[config.mk]
export PLATFORM = sky130hd
export DESIGN_NAME = rdma_tx_pkt_mux_flat
export DESIGN_NICKNAME = d
export VERILOG_FILES = /design/src/rtl/rdma_tx_pkt_mux_if.sv /design/src/rtl/rdma_tx_pkt_mux.sv /design/src/flat_wrapper.sv
export SDC_FILE = /design/constraint.sdc
export NUM_CORES = 1
export LEC_CHECK = 0
export BUFFER_PORTS_ARGS = -buffer_cell sky130_fd_sc_hd__buf_2
export CAP_MARGIN = 20
export CORE_AREA = 4 4 681 683
export DETAILED_ROUTE_END_ITERATION = 7
export DIE_AREA = 0 0 685 687
export PLACE_DENSITY = 0.3
export RECOVER_POWER = 25
export SYNTH_ARGS = -nofsm -noshare
export SYNTH_HDL_FRONTEND = slang
export SYNTH_SLANG_ARGS = --single-unit
[constraint.sdc]
create_clock -name clk -period 5.9 [get_ports clk]
set_input_delay 0 -clock clk [delete_from_list [all_inputs] [get_ports clk]]
set_output_delay 0 -clock clk [all_outputs]
set_load 0.005 [all_outputs]
[src/rtl/rdma_tx_pkt_mux_if.sv]
// AXI4-Stream bundle used on every port of the RDMA TX packet mux.
// master drives data/valid and samples ready; slave is the mirror image.
interface rdma_tx_pkt_mux_if #(
  parameter int DATA_WIDTH = 512,
  parameter int KEEP_WIDTH = DATA_WIDTH / 8,
  parameter int USER_WIDTH = 1
);
  logic [DATA_WIDTH-1:0] tdata;
  logic [KEEP_WIDTH-1:0] tkeep;
  logic                  tlast;
  logic [USER_WIDTH-1:0] tuser;
  logic                  tvalid;
  logic                  tready;

  modport master (output tdata, output tkeep, output tlast, output tuser, output tvalid, input tready);
  modport slave  (input tdata, input tkeep, input tlast, input tuser, input tvalid, output tready);
endinterface

[src/rtl/rdma_tx_pkt_mux.sv]
// RDMA TX packet mux: merges the RoCE (ERNIC) and non-RoCE (host stack) TX
// streams into one registered AXI4-Stream toward the CMAC TX port.
// Arbitration is per packet; a packet, once started, owns the output until
// its tlast beat is accepted.
// Optional build macro RDMA_TX_MUX_STATS_EN adds packet and stall counters.
module rdma_tx_pkt_mux #(
  parameter int DATA_WIDTH    = 512,
  parameter int KEEP_WIDTH    = DATA_WIDTH / 8,
  parameter int USER_WIDTH    = 1,
  parameter int ROCE_PRIORITY = 0
) (
  input logic               clk,
  input logic               rst,
  rdma_tx_pkt_mux_if.slave  roce_s_axis,
  rdma_tx_pkt_mux_if.slave  non_roce_s_axis,
  rdma_tx_pkt_mux_if.master m_axis
`ifdef RDMA_TX_MUX_STATS_EN
  ,
  output logic [31:0]       stat_roce_pkts,
  output logic [31:0]       stat_non_roce_pkts,
  output logic [31:0]       stat_roce_stall
`endif
);

  typedef enum logic [1:0] {
    S_IDLE     = 2'd0,
    S_ROCE     = 2'd1,
    S_NON_ROCE = 2'd2
  } state_t;

  state_t                state_q, state_d;
  logic                  rr_non_q, rr_non_d;   // 1: non-RoCE wins the next tie
  logic                  tvalid_q, tvalid_d;
  logic [DATA_WIDTH-1:0] tdata_q, tdata_d;
  logic [KEEP_WIDTH-1:0] tkeep_q, tkeep_d;
  logic                  tlast_q, tlast_d;
  logic [USER_WIDTH-1:0] tuser_q, tuser_d;

  logic out_free;
  logic grant_roce, grant_non;
  logic acc_roce, acc_non;

  // Grant: locked input while mid-packet, otherwise decided from current requests.
  always_comb begin
    grant_roce = 1'b0;
    grant_non  = 1'b0;
    case (state_q)
      S_ROCE:     grant_roce = 1'b1;
      S_NON_ROCE: grant_non  = 1'b1;
      default: begin
        if (roce_s_axis.tvalid && non_roce_s_axis.tvalid) begin
          if ((ROCE_PRIORITY != 0) || !rr_non_q) grant_roce = 1'b1;
          else                                   grant_non  = 1'b1;
        end else begin
          grant_roce = roce_s_axis.tvalid;
          grant_non  = non_roce_s_axis.tvalid;
        end
      end
    endcase
  end

  // The output register can take a beat when empty or draining this cycle.
  assign out_free               = !tvalid_q || m_axis.tready;
  assign roce_s_axis.tready     = !rst && out_free && grant_roce;
  assign non_roce_s_axis.tready = !rst && out_free && grant_non;
  assign acc_roce               = roce_s_axis.tvalid && roce_s_axis.tready;
  assign acc_non                = non_roce_s_axis.tvalid && non_roce_s_axis.tready;

  // Next state, round-robin pointer and output register load/drain.
  always_comb begin
    state_d  = (state_q == S_ROCE || state_q == S_NON_ROCE) ? state_q : S_IDLE;
    rr_non_d = rr_non_q;
    tvalid_d = tvalid_q && !m_axis.tready;
    tdata_d  = tdata_q;
    tkeep_d  = tkeep_q;
    tlast_d  = tlast_q;
    tuser_d  = tuser_q;
    if (acc_roce) begin
      tvalid_d = 1'b1;
      tdata_d  = roce_s_axis.tdata;
      tkeep_d  = roce_s_axis.tkeep;
      tlast_d  = roce_s_axis.tlast;
      tuser_d  = roce_s_axis.tuser;
      if (roce_s_axis.tlast) begin
        state_d  = S_IDLE;
        rr_non_d = 1'b1;
      end else begin
        state_d  = S_ROCE;
      end
    end else if (acc_non) begin
      tvalid_d = 1'b1;
      tdata_d  = non_roce_s_axis.tdata;
      tkeep_d  = non_roce_s_axis.tkeep;
      tlast_d  = non_roce_s_axis.tlast;
      tuser_d  = non_roce_s_axis.tuser;
      if (non_roce_s_axis.tlast) begin
        state_d  = S_IDLE;
        rr_non_d = 1'b0;
      end else begin
        state_d  = S_NON_ROCE;
      end
    end
  end

  // State, pointer and output register; reset abandons any partial packet.
  always_ff @(posedge clk) begin
    if (rst) begin
      state_q  <= S_IDLE;
      rr_non_q <= 1'b0;
      tvalid_q <= 1'b0;
      tdata_q  <= '0;
      tkeep_q  <= '0;
      tlast_q  <= 1'b0;
      tuser_q  <= '0;
    end else begin
      state_q  <= state_d;
      rr_non_q <= rr_non_d;
      tvalid_q <= tvalid_d;
      tdata_q  <= tdata_d;
      tkeep_q  <= tkeep_d;
      tlast_q  <= tlast_d;
      tuser_q  <= tuser_d;
    end
  end

  assign m_axis.tvalid = tvalid_q;
  assign m_axis.tdata  = tdata_q;
  assign m_axis.tkeep  = tkeep_q;
  assign m_axis.tlast  = tlast_q;
  assign m_axis.tuser  = tuser_q;

`ifdef RDMA_TX_MUX_STATS_EN
  logic [31:0] stat_roce_pkts_q, stat_roce_pkts_d;
  logic [31:0] stat_non_roce_pkts_q, stat_non_roce_pkts_d;
  logic [31:0] stat_roce_stall_q, stat_roce_stall_d;

  // Packet counters wrap; the RoCE stall counter saturates.
  always_comb begin
    stat_roce_pkts_d     = stat_roce_pkts_q;
    stat_non_roce_pkts_d = stat_non_roce_pkts_q;
    stat_roce_stall_d    = stat_roce_stall_q;
    if (acc_roce && roce_s_axis.tlast)        stat_roce_pkts_d     = stat_roce_pkts_q + 32'd1;
    if (acc_non && non_roce_s_axis.tlast)     stat_non_roce_pkts_d = stat_non_roce_pkts_q + 32'd1;
    if (roce_s_axis.tvalid && !roce_s_axis.tready && (stat_roce_stall_q != 32'hFFFF_FFFF))
      stat_roce_stall_d = stat_roce_stall_q + 32'd1;
  end

  // Statistics registers.
  always_ff @(posedge clk) begin
    if (rst) begin
      stat_roce_pkts_q     <= '0;
      stat_non_roce_pkts_q <= '0;
      stat_roce_stall_q    <= '0;
    end else begin
      stat_roce_pkts_q     <= stat_roce_pkts_d;
      stat_non_roce_pkts_q <= stat_non_roce_pkts_d;
      stat_roce_stall_q    <= stat_roce_stall_d;
    end
  end

  assign stat_roce_pkts     = stat_roce_pkts_q;
  assign stat_non_roce_pkts = stat_non_roce_pkts_q;
  assign stat_roce_stall    = stat_roce_stall_q;
`endif

endmodule

[src/flat_wrapper.sv]
// flat-port wrapper written by rule: the top's interface ports become plain ports
module rdma_tx_pkt_mux_flat 
#(
  parameter int DATA_WIDTH    = 512,
  parameter int KEEP_WIDTH    = DATA_WIDTH / 8,
  parameter int USER_WIDTH    = 1,
  parameter int ROCE_PRIORITY = 0
)
  (clk, rst, roce_s_axis_tdata, roce_s_axis_tkeep, roce_s_axis_tlast, roce_s_axis_tuser, roce_s_axis_tvalid, roce_s_axis_tready, non_roce_s_axis_tdata, non_roce_s_axis_tkeep, non_roce_s_axis_tlast, non_roce_s_axis_tuser, non_roce_s_axis_tvalid, non_roce_s_axis_tready, m_axis_tdata, m_axis_tkeep, m_axis_tlast, m_axis_tuser, m_axis_tvalid, m_axis_tready);
  rdma_tx_pkt_mux_if #(.DATA_WIDTH(DATA_WIDTH), .KEEP_WIDTH(KEEP_WIDTH), .USER_WIDTH(USER_WIDTH)) roce_s_axis_i ();
  rdma_tx_pkt_mux_if #(.DATA_WIDTH(DATA_WIDTH), .KEEP_WIDTH(KEEP_WIDTH), .USER_WIDTH(USER_WIDTH)) non_roce_s_axis_i ();
  rdma_tx_pkt_mux_if #(.DATA_WIDTH(DATA_WIDTH), .KEEP_WIDTH(KEEP_WIDTH), .USER_WIDTH(USER_WIDTH)) m_axis_i ();
  input logic clk;
  input logic rst;
  input wire logic [$bits(roce_s_axis_i.tdata)-1:0] roce_s_axis_tdata;
  input wire logic [$bits(roce_s_axis_i.tkeep)-1:0] roce_s_axis_tkeep;
  input wire logic [$bits(roce_s_axis_i.tlast)-1:0] roce_s_axis_tlast;
  input wire logic [$bits(roce_s_axis_i.tuser)-1:0] roce_s_axis_tuser;
  input wire logic [$bits(roce_s_axis_i.tvalid)-1:0] roce_s_axis_tvalid;
  output wire logic [$bits(roce_s_axis_i.tready)-1:0] roce_s_axis_tready;
  input wire logic [$bits(non_roce_s_axis_i.tdata)-1:0] non_roce_s_axis_tdata;
  input wire logic [$bits(non_roce_s_axis_i.tkeep)-1:0] non_roce_s_axis_tkeep;
  input wire logic [$bits(non_roce_s_axis_i.tlast)-1:0] non_roce_s_axis_tlast;
  input wire logic [$bits(non_roce_s_axis_i.tuser)-1:0] non_roce_s_axis_tuser;
  input wire logic [$bits(non_roce_s_axis_i.tvalid)-1:0] non_roce_s_axis_tvalid;
  output wire logic [$bits(non_roce_s_axis_i.tready)-1:0] non_roce_s_axis_tready;
  output wire logic [$bits(m_axis_i.tdata)-1:0] m_axis_tdata;
  output wire logic [$bits(m_axis_i.tkeep)-1:0] m_axis_tkeep;
  output wire logic [$bits(m_axis_i.tlast)-1:0] m_axis_tlast;
  output wire logic [$bits(m_axis_i.tuser)-1:0] m_axis_tuser;
  output wire logic [$bits(m_axis_i.tvalid)-1:0] m_axis_tvalid;
  input wire logic [$bits(m_axis_i.tready)-1:0] m_axis_tready;
  assign roce_s_axis_i.tdata = roce_s_axis_tdata;
  assign roce_s_axis_i.tkeep = roce_s_axis_tkeep;
  assign roce_s_axis_i.tlast = roce_s_axis_tlast;
  assign roce_s_axis_i.tuser = roce_s_axis_tuser;
  assign roce_s_axis_i.tvalid = roce_s_axis_tvalid;
  assign roce_s_axis_tready = roce_s_axis_i.tready;
  assign non_roce_s_axis_i.tdata = non_roce_s_axis_tdata;
  assign non_roce_s_axis_i.tkeep = non_roce_s_axis_tkeep;
  assign non_roce_s_axis_i.tlast = non_roce_s_axis_tlast;
  assign non_roce_s_axis_i.tuser = non_roce_s_axis_tuser;
  assign non_roce_s_axis_i.tvalid = non_roce_s_axis_tvalid;
  assign non_roce_s_axis_tready = non_roce_s_axis_i.tready;
  assign m_axis_tdata = m_axis_i.tdata;
  assign m_axis_tkeep = m_axis_i.tkeep;
  assign m_axis_tlast = m_axis_i.tlast;
  assign m_axis_tuser = m_axis_i.tuser;
  assign m_axis_tvalid = m_axis_i.tvalid;
  assign m_axis_i.tready = m_axis_tready;
  rdma_tx_pkt_mux #(.DATA_WIDTH(DATA_WIDTH), .KEEP_WIDTH(KEEP_WIDTH), .USER_WIDTH(USER_WIDTH), .ROCE_PRIORITY(ROCE_PRIORITY)) u_core (.clk(clk), .rst(rst), .roce_s_axis(roce_s_axis_i), .non_roce_s_axis(non_roce_s_axis_i), .m_axis(m_axis_i));
endmodule
==> results by group, run 1 <==
Route
  – Post-route DRC: 0
  – Routed WL: 362000 microns
  – Via density: 3.22
  – DR WL/cell: 27.2 microns
  – Initial drt markers: 3119
  – Drt pass-1 iters: 7
  – Final ANT Viol Nets: 1
  – Vias: 42800

Die
  – I/O pins: 1742
  – Die width: 685 microns
  – Die area: 0.471 sq mm
  – Starting Density: 5.33%
  – # rows: 249
  – Die Span Y: 687 microns
  – Core Area: 0.458 sq mm

Timing
  – Final Critical Period: 3.61 ns
  – Final setup viols: 0
  – Crit share post-route: 61.2%
  – Slew @ Worst Pin: 0.998 ns
  – Hold Slack: 0.106 ns
  – Slew Limit Fails: 0
  – Final hold violation count: 0
  – Highest attainable clock frequency: 277 MHz
  – Skew final: 0.0305 ns
  – RSZ-0062 raised after global routing: false
  – Slew HR: 33.4%
  – Setup TNS: 0 ns

Clocking
  – CTS HTree Levels: 3
  – CTS Buffer Depth: 4
  – TritonCTS Sinks: 582
  – CTS Buf Count: 86
  – CTS tree: built
  – PostCTS Resize Cnt: 0
  – Clock transition at path regs: 0.06 ns
  – Worst-Skew Late Latency: 0.79 ns
  – Root Buffer: clkbuf_16

Setup path
  – End of the critical path: u_core.m_axis.tdata[305]
  – Max incr delay on CP: 0.59 ns
  – R2R Setup Slk: 2.29 ns
  – Crit path arrival time: 4.33 ns
  – Setup CP Type: reg -> reg
  – Startpoint types: flop
  – Maximum fanout along the worst path: 42
  – FF-to-FF path depth: 9
  – CP cell instances: inv_1, ha_1, o21a_4, o211ai_4, buf_12, buf_4, a21oi_1, a21oi_1, dlygate4sd3_1
  – Worst r2r dst: u_core.m_axis.tdata[305]
  – CP max-delay cell: o211ai_4
  – WP data required: 6.62 ns
  – Crit. End Element: flop
  – Reg-to-Reg Start: u_core.state_q[0]
  – Crit. Startpoint: u_core.state_q[0]
  – Most used cell, CP: a21oi_1

Synthesis
  – Cell count after synthesis: 3249
  – Syn Nets: 4412
  – Syn_area_per_cell: 7.52 sq um
  – Seq cells post-synth: 582
  – Yosys cell types: 30
  – Main synth FF type: dfxtp_1
  – Share of synthesized registers carrying an async set or reset: 0%
  – Cell Area, Synth: 0.0244 sq mm
  – Sequential share of the synthesized area: 47.7%
  – Number of enable flip-flop cells after synthesis: 0
  – Yosys warns: 0

Power
  – Leakage: 27.7 nW
  – Internal power: 0.00935 W
  – Psw: 0.00470 W
  – Worst VDD drop: 192 uV
  – Clock share of power: 38.4%
  – Combinational fraction of design power: 29.5%
  – Sequential share of power: 32.1%
  – Power Density: 220 mW/mm^2
  – Tot Pwr: 0.0141 W
  – Switch share: 33.5%

Placed design
  – Dpl cell area: 0.0401 sq mm
  – Placed Cells: 10900
  – Post-DP HPWL: 305000 microns
  – IO Port Bufs: 1741
  – Gpl congestion: 0.918

GRT
  – Remaining Overflow, GRT: 0
  – Largest net degree at the start of global routing: 162
  – Antenna violations before repair: 420
  – First-pass GRT wire length: 454000 microns
  – Vias in the first global route: 42800
  – GRT Total Usage: 14.6%

Final layout
  – Layout area overhead: 161%
  – Number of fill cells: 53200
  – Fin area: 0.0638 sq mm
  – Final net count: 8081
  – Share of layout cells above drive strength 1: 25.0%
  – Layout Cells excl Fill: 13300

Min path
  – Min-Delay Path Class: in -> reg

Status
  – Failing checks: antenna rules
  – Outcome: finished, violations left

Job
  – MaxCap Viol Count: 0
metal layers:
layer,wire (microns),global-route usage [%],up-vias
met1,140000,16.6,20700
met5,1440,0,-
met4,13500,4.21,212
li1,-,-,18900
met3,43200,7.65,838
met2,163000,23.8,2242
critical path: cells and delay by family (launching register included):
family | cells | cell delay, ns
buffers and inverters | 4 | 1.46
adders and majority gates | 1 | 0.42
DFF | 1 | 0.34
AOI/OAI and AO/OA | 4 | 1.16
layout make-up:
| cell class | count | area, sq um | area share (%) |
|---|---|---|---|
| antenna | 144 | 360 | 0.565 |
| clock buffer | 127 | 2580 | 4.04 |
| clock inverter | 25 | 215 | 0.337 |
| inverter | 4 | 22.5 | 0.0353 |
| multi-input combinational | 2341 | 11200 | 17.6 |
| sequential | 582 | 11700 | 18.3 |
| tap | 6149 | 7690 | 12.1 |
| timing repair buffer | 3903 | 30100 | 47.2 |
power by group through the flow:
stage / clock network, W / logic, W / registers, W
final: 0.00539 / 0.00414 / 0.00452
after global routing: 0.00571 / 0.00446 / 0.00455
after CTS: 0.00565 / 0.00422 / 0.00451
after detailed placement: 0 / 0.00270 / 0.00459
after global placement: 0 / 0.00271 / 0.00460
after floorplan: 0 / 0.000943 / 0.00458
cells by family (layout without fill, tap and decap cells):
| logic type | after synthesis | after routing | synth area share (%) |
|---|---|---|---|
| AOI/OAI and AO/OA | 1745 | 1745 | 36.4 |
| adders and majority gates | 2 | 2 | 0.102 |
| buffers and inverters | 326 | 4059 | 6.49 |
| DFF | 582 | 582 | 47.7 |
| muxes | 1 | 1 | 0.0410 |
| other | 0 | 144 | 0 |
| and+or+nand+nor | 593 | 593 | 9.25 |
per-stage QoR:
stage / utilization [%] / setup slack (ns)
6_report: 13.9 / 2.29
5_1_grt: 13.9 / 2.08
4_1_cts: 13.9 / 2.22
3_5_place_dp: 8.74 / 2.80
3_3_place_gp: 8.74 / 2.80
2_1_floorplan: - / 3.88
cell usage in the layout, fill, tap and decap left out, drive strengths merged, types with 2 or more instances in the layout:
cell,Yosys,layout
nor3,3,3
inv,4,6
dfxtp,582,582
o21a,2,2
nor2b,3,3
bufinv,0,2
clkinv,0,20
dlygate4sd3,0,2089
o21ai,578,578
ha,2,2
a31oi,3,3
diode,0,144
clkbuf,182,369
nand3,2,2
buf,140,1572
nand2,580,580
nor2,2,2
a21oi,1158,1158
synth_stat cells, types with 17 or more instances:
library cell  number  share of area [%]
clkbuf_1         182                2.8
o21ai_1           49                1.0
a21oi_2           30                1.1
buf_2            102                2.1
dfxtp_1          582                 48
a21oi_1         1128                 23
buf_4             17               0.52
nand2_1          580                8.9
o21ai_0          529                 11
buf_6             19               0.88
worst min path at each step:
stage                                     from                        to  slack (ns)  cells past startpoint
floorplan                                  rst    non_roce_s_axis_tready        0.04                      1
global placement     non_roce_s_axis_tdata[61]   u_core.m_axis.tdata[61]        0.25                      3
detailed placement  non_roce_s_axis_tdata[142]  u_core.m_axis.tdata[142]        0.25                      3
CTS                     roce_s_axis_tdata[230]  u_core.m_axis.tdata[230]      0.0005                      4
global route        non_roce_s_axis_tdata[250]  u_core.m_axis.tdata[250]        0.06                      4
finish                  roce_s_axis_tdata[491]  u_core.m_axis.tdata[491]        0.11                      4
registers in the layout, summed over array words and instances (netlist names):
signal / flops
u_core.m_axis.tdata: 512
u_core.m_axis.tkeep: 64
u_core.m_axis.tlast: 1
u_core.m_axis.tuser: 1
u_core.m_axis.tvalid: 1
u_core.rr_non_q: 1
u_core.state_q: 2
repair_timing:
action	4_1_cts	5_1_grt
buffers inserted	0	0
hold buffers	2089	0
hold endpoints to repair	582	0
Note: power is estimated with default switching activity, not from simulation.
==> run 2, diff against run 1 <==
--- a/config.mk
+++ b/config.mk
@@ -5,11 +5,12 @@
 export SDC_FILE = /design/constraint.sdc
 export NUM_CORES = 1
 export LEC_CHECK = 0
+export ABC_AREA = 1
 export BUFFER_PORTS_ARGS = -buffer_cell sky130_fd_sc_hd__buf_2
 export CAP_MARGIN = 20
-export CORE_AREA = 4 4 681 683
+export CORE_AREA = 4 4 685 687
 export DETAILED_ROUTE_END_ITERATION = 7
-export DIE_AREA = 0 0 685 687
+export DIE_AREA = 0 0 689 691
 export PLACE_DENSITY = 0.3
 export RECOVER_POWER = 25
 export SYNTH_ARGS = -nofsm -noshare
==> constraint.sdc (replaced) <==
create_clock -name clk -period 3.3 [get_ports clk]
set_input_delay 0 -clock clk [delete_from_list [all_inputs] [get_ports clk]]
set_output_delay 0 -clock clk [all_outputs]
set_load 0.005 [all_outputs]
==> results by group, run 2 <==
Setup path
  – Most used cell, CP: nor2_1
  – Setup CP Type: reg -> reg
  – WP data required: 4.03 ns (-2.59 ns)
  – FF-to-FF path depth: 13 (+4)
  – Max incr delay on CP: 0.58 ns (about the same)
  – CP cell instances: inv_1, ha_1, nor2_1, nor2_2, nand3_4, buf_12, inv_8, buf_16, nand2_1, nand2_1, dlygate4sd3_1, nor2_1, nor2_1
  – Maximum fanout along the worst path: 63 (+50%)
  – Crit. End Element: flop
  – Crit path arrival time: 3.83 ns (-0.50 ns)
  – Startpoint types: flop
  – Worst r2r dst: u_core.m_axis.tdata[360]
  – Reg-to-Reg Start: u_core.state_q[0]
  – CP max-delay cell: dlygate4sd3_1
  – R2R Setup Slk: 0.20 ns (-2.09 ns)

Timing
  – Highest attainable clock frequency: 322 MHz (+16%)
  – RSZ-0062 raised after global routing: true
  – Slew HR: 29.5% (-4.0 points)
  – Slew Limit Fails: 0 (unchanged)
  – Slew @ Worst Pin: 1.06 ns (+0.0598 ns)
  – Setup TNS: 0 ns (unchanged)
  – Final Critical Period: 3.10 ns (-0.509 ns)
  – Final setup viols: 0 (unchanged)
  – Crit share post-route: 94.0% (+33 points)
  – Final hold violation count: 0 (unchanged)
  – Skew final: 0.0599 ns (+0.0295 ns)
  – Final worst slack: 0.198 ns (-2.09 ns)

Placed design
  – Post-DP HPWL: 297000 microns (-2.3%)
  – Placed Cells: 12100 (+11%)
  – Gpl congestion: 1.08 (+18%)
  – Place WS: 0.661 ns (-2.14 ns)
  – IO Port Bufs: 1741 (unchanged)

Min path
  – Min-Delay Path Class: in -> reg
  – Worst Hold Launch: roce_s_axis_tdata[413]
  – Hold path depth: 6 (+2)
  – Worst Hold End: u_core.m_axis.tdata[413]

Synthesis
  – Yosys cell types: 20 (-33%)
  – Syn Nets: 5572 (+26%)
  – Sequential share of the synthesized area: 43.0% (-4.7 points)
  – Syn_area_per_cell: 6.15 sq um (-18%)
  – Number of enable flip-flop cells after synthesis: 0 (unchanged)
  – Commonest cells in the netlist: nand2_1, nor2_1, dfxtp_1
  – Count leader, synth: nand2_1
  – Cell count after synthesis: 4409 (+36%)
  – Yosys warns: 0 (unchanged)
  – Cell Area, Synth: 0.0271 sq mm (+11%)
  – Main synth FF type: dfxtp_1
  – Seq cells post-synth: 582 (unchanged)
  – Largest area contributor in the netlist: dfxtp_1
  – Share of synthesized registers carrying an async set or reset: 0% (unchanged)
  – Yosys top cell area share: 43.0% (-4.7 points)
  – Largest cells by area after synthesis: dfxtp_1, nand2_1, nor2_1

Clocking
  – CTS HTree Levels: 3 (unchanged)
  – CTS Buf Count: 90 (+4.7%)
  – Worst-Skew Late Latency: 0.85 ns (+0.06 ns)
  – TritonCTS Sinks: 582 (unchanged)
  – CTS Buffer Depth: 4 (unchanged)
  – Root Buffer: clkbuf_16
  – CTS tree: built
  – Clock transition at path regs: 0.06 ns (about the same)

Status
  – Outcome: finished, final reports clean

Die
  – Starting Density: 5.86% (+0.53 points)
  – I/O pins: 1742 (unchanged)
  – # rows: 250 (+0.40%)
  – Die area: 0.476 sq mm (+1.2%)
  – Die Span Y: 691 microns (+0.58%)
  – Die width: 689 microns (+0.58%)
  – Core Area: 0.463 sq mm (+1.0%)

Route
  – Via density: 3.13 (-3.0%)
  – Final ANT Viol Nets: 0 (-1)
  – Drt pass-1 iters: 5 (-2)
  – Post-route DRC: 0 (unchanged)
  – DR WL/cell: 24.9 microns (-8.6%)
  – Vias: 44500 (+3.9%)
  – Routed WL: 354000 microns (-2.2%)
  – Initial drt markers: 2755 (-12%)

Final layout
  – Layout area overhead: 137%
  – Final net count: 8946 (+11%)
  – Finished Core Util: 13.9% (-0.064 points)
  – Share of layout cells above drive strength 1: 21.8% (-3.1 points)
  – Commonest non-fill, non-tap cells in the layout: dlygate4sd3_1, nand2_1, buf_2, nor2_1, dfxtp_1
  – Max reg flops: 512 (unchanged)
  – Most common cell after layout, fill and taps aside: dlygate4sd3_1
  – Layout Cells excl Fill: 14200 (+7.1%)

GRT
  – Vias in the first global route: 44700 (+4.3%)
  – Antenna violations before repair: 393 (-6.4%)
  – Remaining Overflow, GRT: 0 (unchanged)
  – First-pass GRT wire length: 448000 microns (-1.3%)
  – Largest net degree at the start of global routing: 159 (-1.9%)
  – GRT Total Usage: 14.2% (-0.42 points)

Job
  – MaxCap Viol Count: 0 (unchanged)

Power
  – Power Density: 398 mW/mm^2 (+81%)
  – Leakage: 28.7 nW (+3.5%)
  – Worst VDD drop: 389 uV (+100%)
## run 2: cell count changes after synthesis, moves of 14 or more
cell      delta
o21ai_0    -191
buf_2       +64
buf_6       -18
o21ai_1    +190
buf_4       +14
nand2_1   +1163
clkbuf_1    -77
a21oi_1   -1124
nor2_1    +1155
a21oi_2     -30
buf_1       +17
## run 2: kinds of logic after synthesis
kind of cell / synth area share (%)
AND/OR/NAND/NOR: 40.4
flip-flops: 43.0
AO/OA/AOI/OAI: 10.7
buffers and inverters: 5.82
adder cells (fa/ha/maj): 0.0923
## run 2: worst max-delay path, delay by kind of cell, from the launching register on
family                   cells  cell delay, ns
buffers and inverters        5            1.14
flip-flops                   1            0.35
AND/OR/NAND/NOR              7            1.01
adder cells (fa/ha/maj)      1            0.34
## run 2: layout make-up
type / instances / area, sq um
clock buffer: 127 / 2600
inverter: 12 / 67.6
tap: 6174 / 7720
sequential: 582 / 11700
clock inverter: 31 / 379
fill: 54200 / 399000
multi-input combinational: 3495 / 13900
timing repair buffer: 3602 / 27300
antenna: 193 / 483
## run 2: routing by layer
layer	vias to the layer above	wire length, microns	part of all wire [%]	global-route usage (%)
met4	172	16400	4.6	5.85
met3	817	38800	11	6.07
li1	20700	-	-	-
met2	2043	157000	44	22.7
met1	20800	140000	40	16.6
met5	-	1120	0.32	0
## run 2: where the power goes
part	leakage, nW	total [W]	internal, W	switching, W
clock	1.47	0.0103	0.00603	0.00423
sequential	4.79	0.00806	0.00770	0.000357
combinational	22.4	0.00723	0.00345	0.00378
total	28.7	0.0255	0.0172	0.00836
## run 2: stage by stage
| stage | instance area, sq um | total power (W) | hold slack [ns] |
|---|---|---|---|
| floorplan | 27100 | 0.0102 | 0.0691 |
| global placement | 43100 | 0.0133 | 0.304 |
| detailed placement | 43100 | 0.0133 | 0.306 |
| CTS | 63900 | 0.0262 | 0.000203 |
| global route | 63900 | 0.0269 | 0.0485 |
| finish | 64200 | 0.0255 | 0.0936 |
## run 2: timing repair
action                                  4_1_cts  5_1_grt
endpoints found under the setup margin        0       20
buffers inserted                              0        3
gates resized for setup                       0        5
hold buffers                               1778        0
endpoints found under the hold margin       582        0
## run 2: worst max-delay path by stage
| stage | start | endpoint | slack (ns) | cells past startpoint |
|---|---|---|---|---|
| after floorplan | u_core.state_q[0] | u_core.m_axis.tdata[443] | 1.45 | 12 |
| after global placement | u_core.state_q[0] | u_core.m_axis.tdata[176] | 0.63 | 12 |
| after detailed placement | u_core.state_q[0] | u_core.m_axis.tdata[176] | 0.66 | 12 |
| after CTS | u_core.state_q[0] | u_core.m_axis.tdata[115] | 0.07 | 12 |
| after global routing | u_core.state_q[0] | u_core.m_axis.tdata[176] | -0.002 | 14 |
| final | u_core.state_q[0] | u_core.m_axis.tdata[360] | 0.20 | 13 |
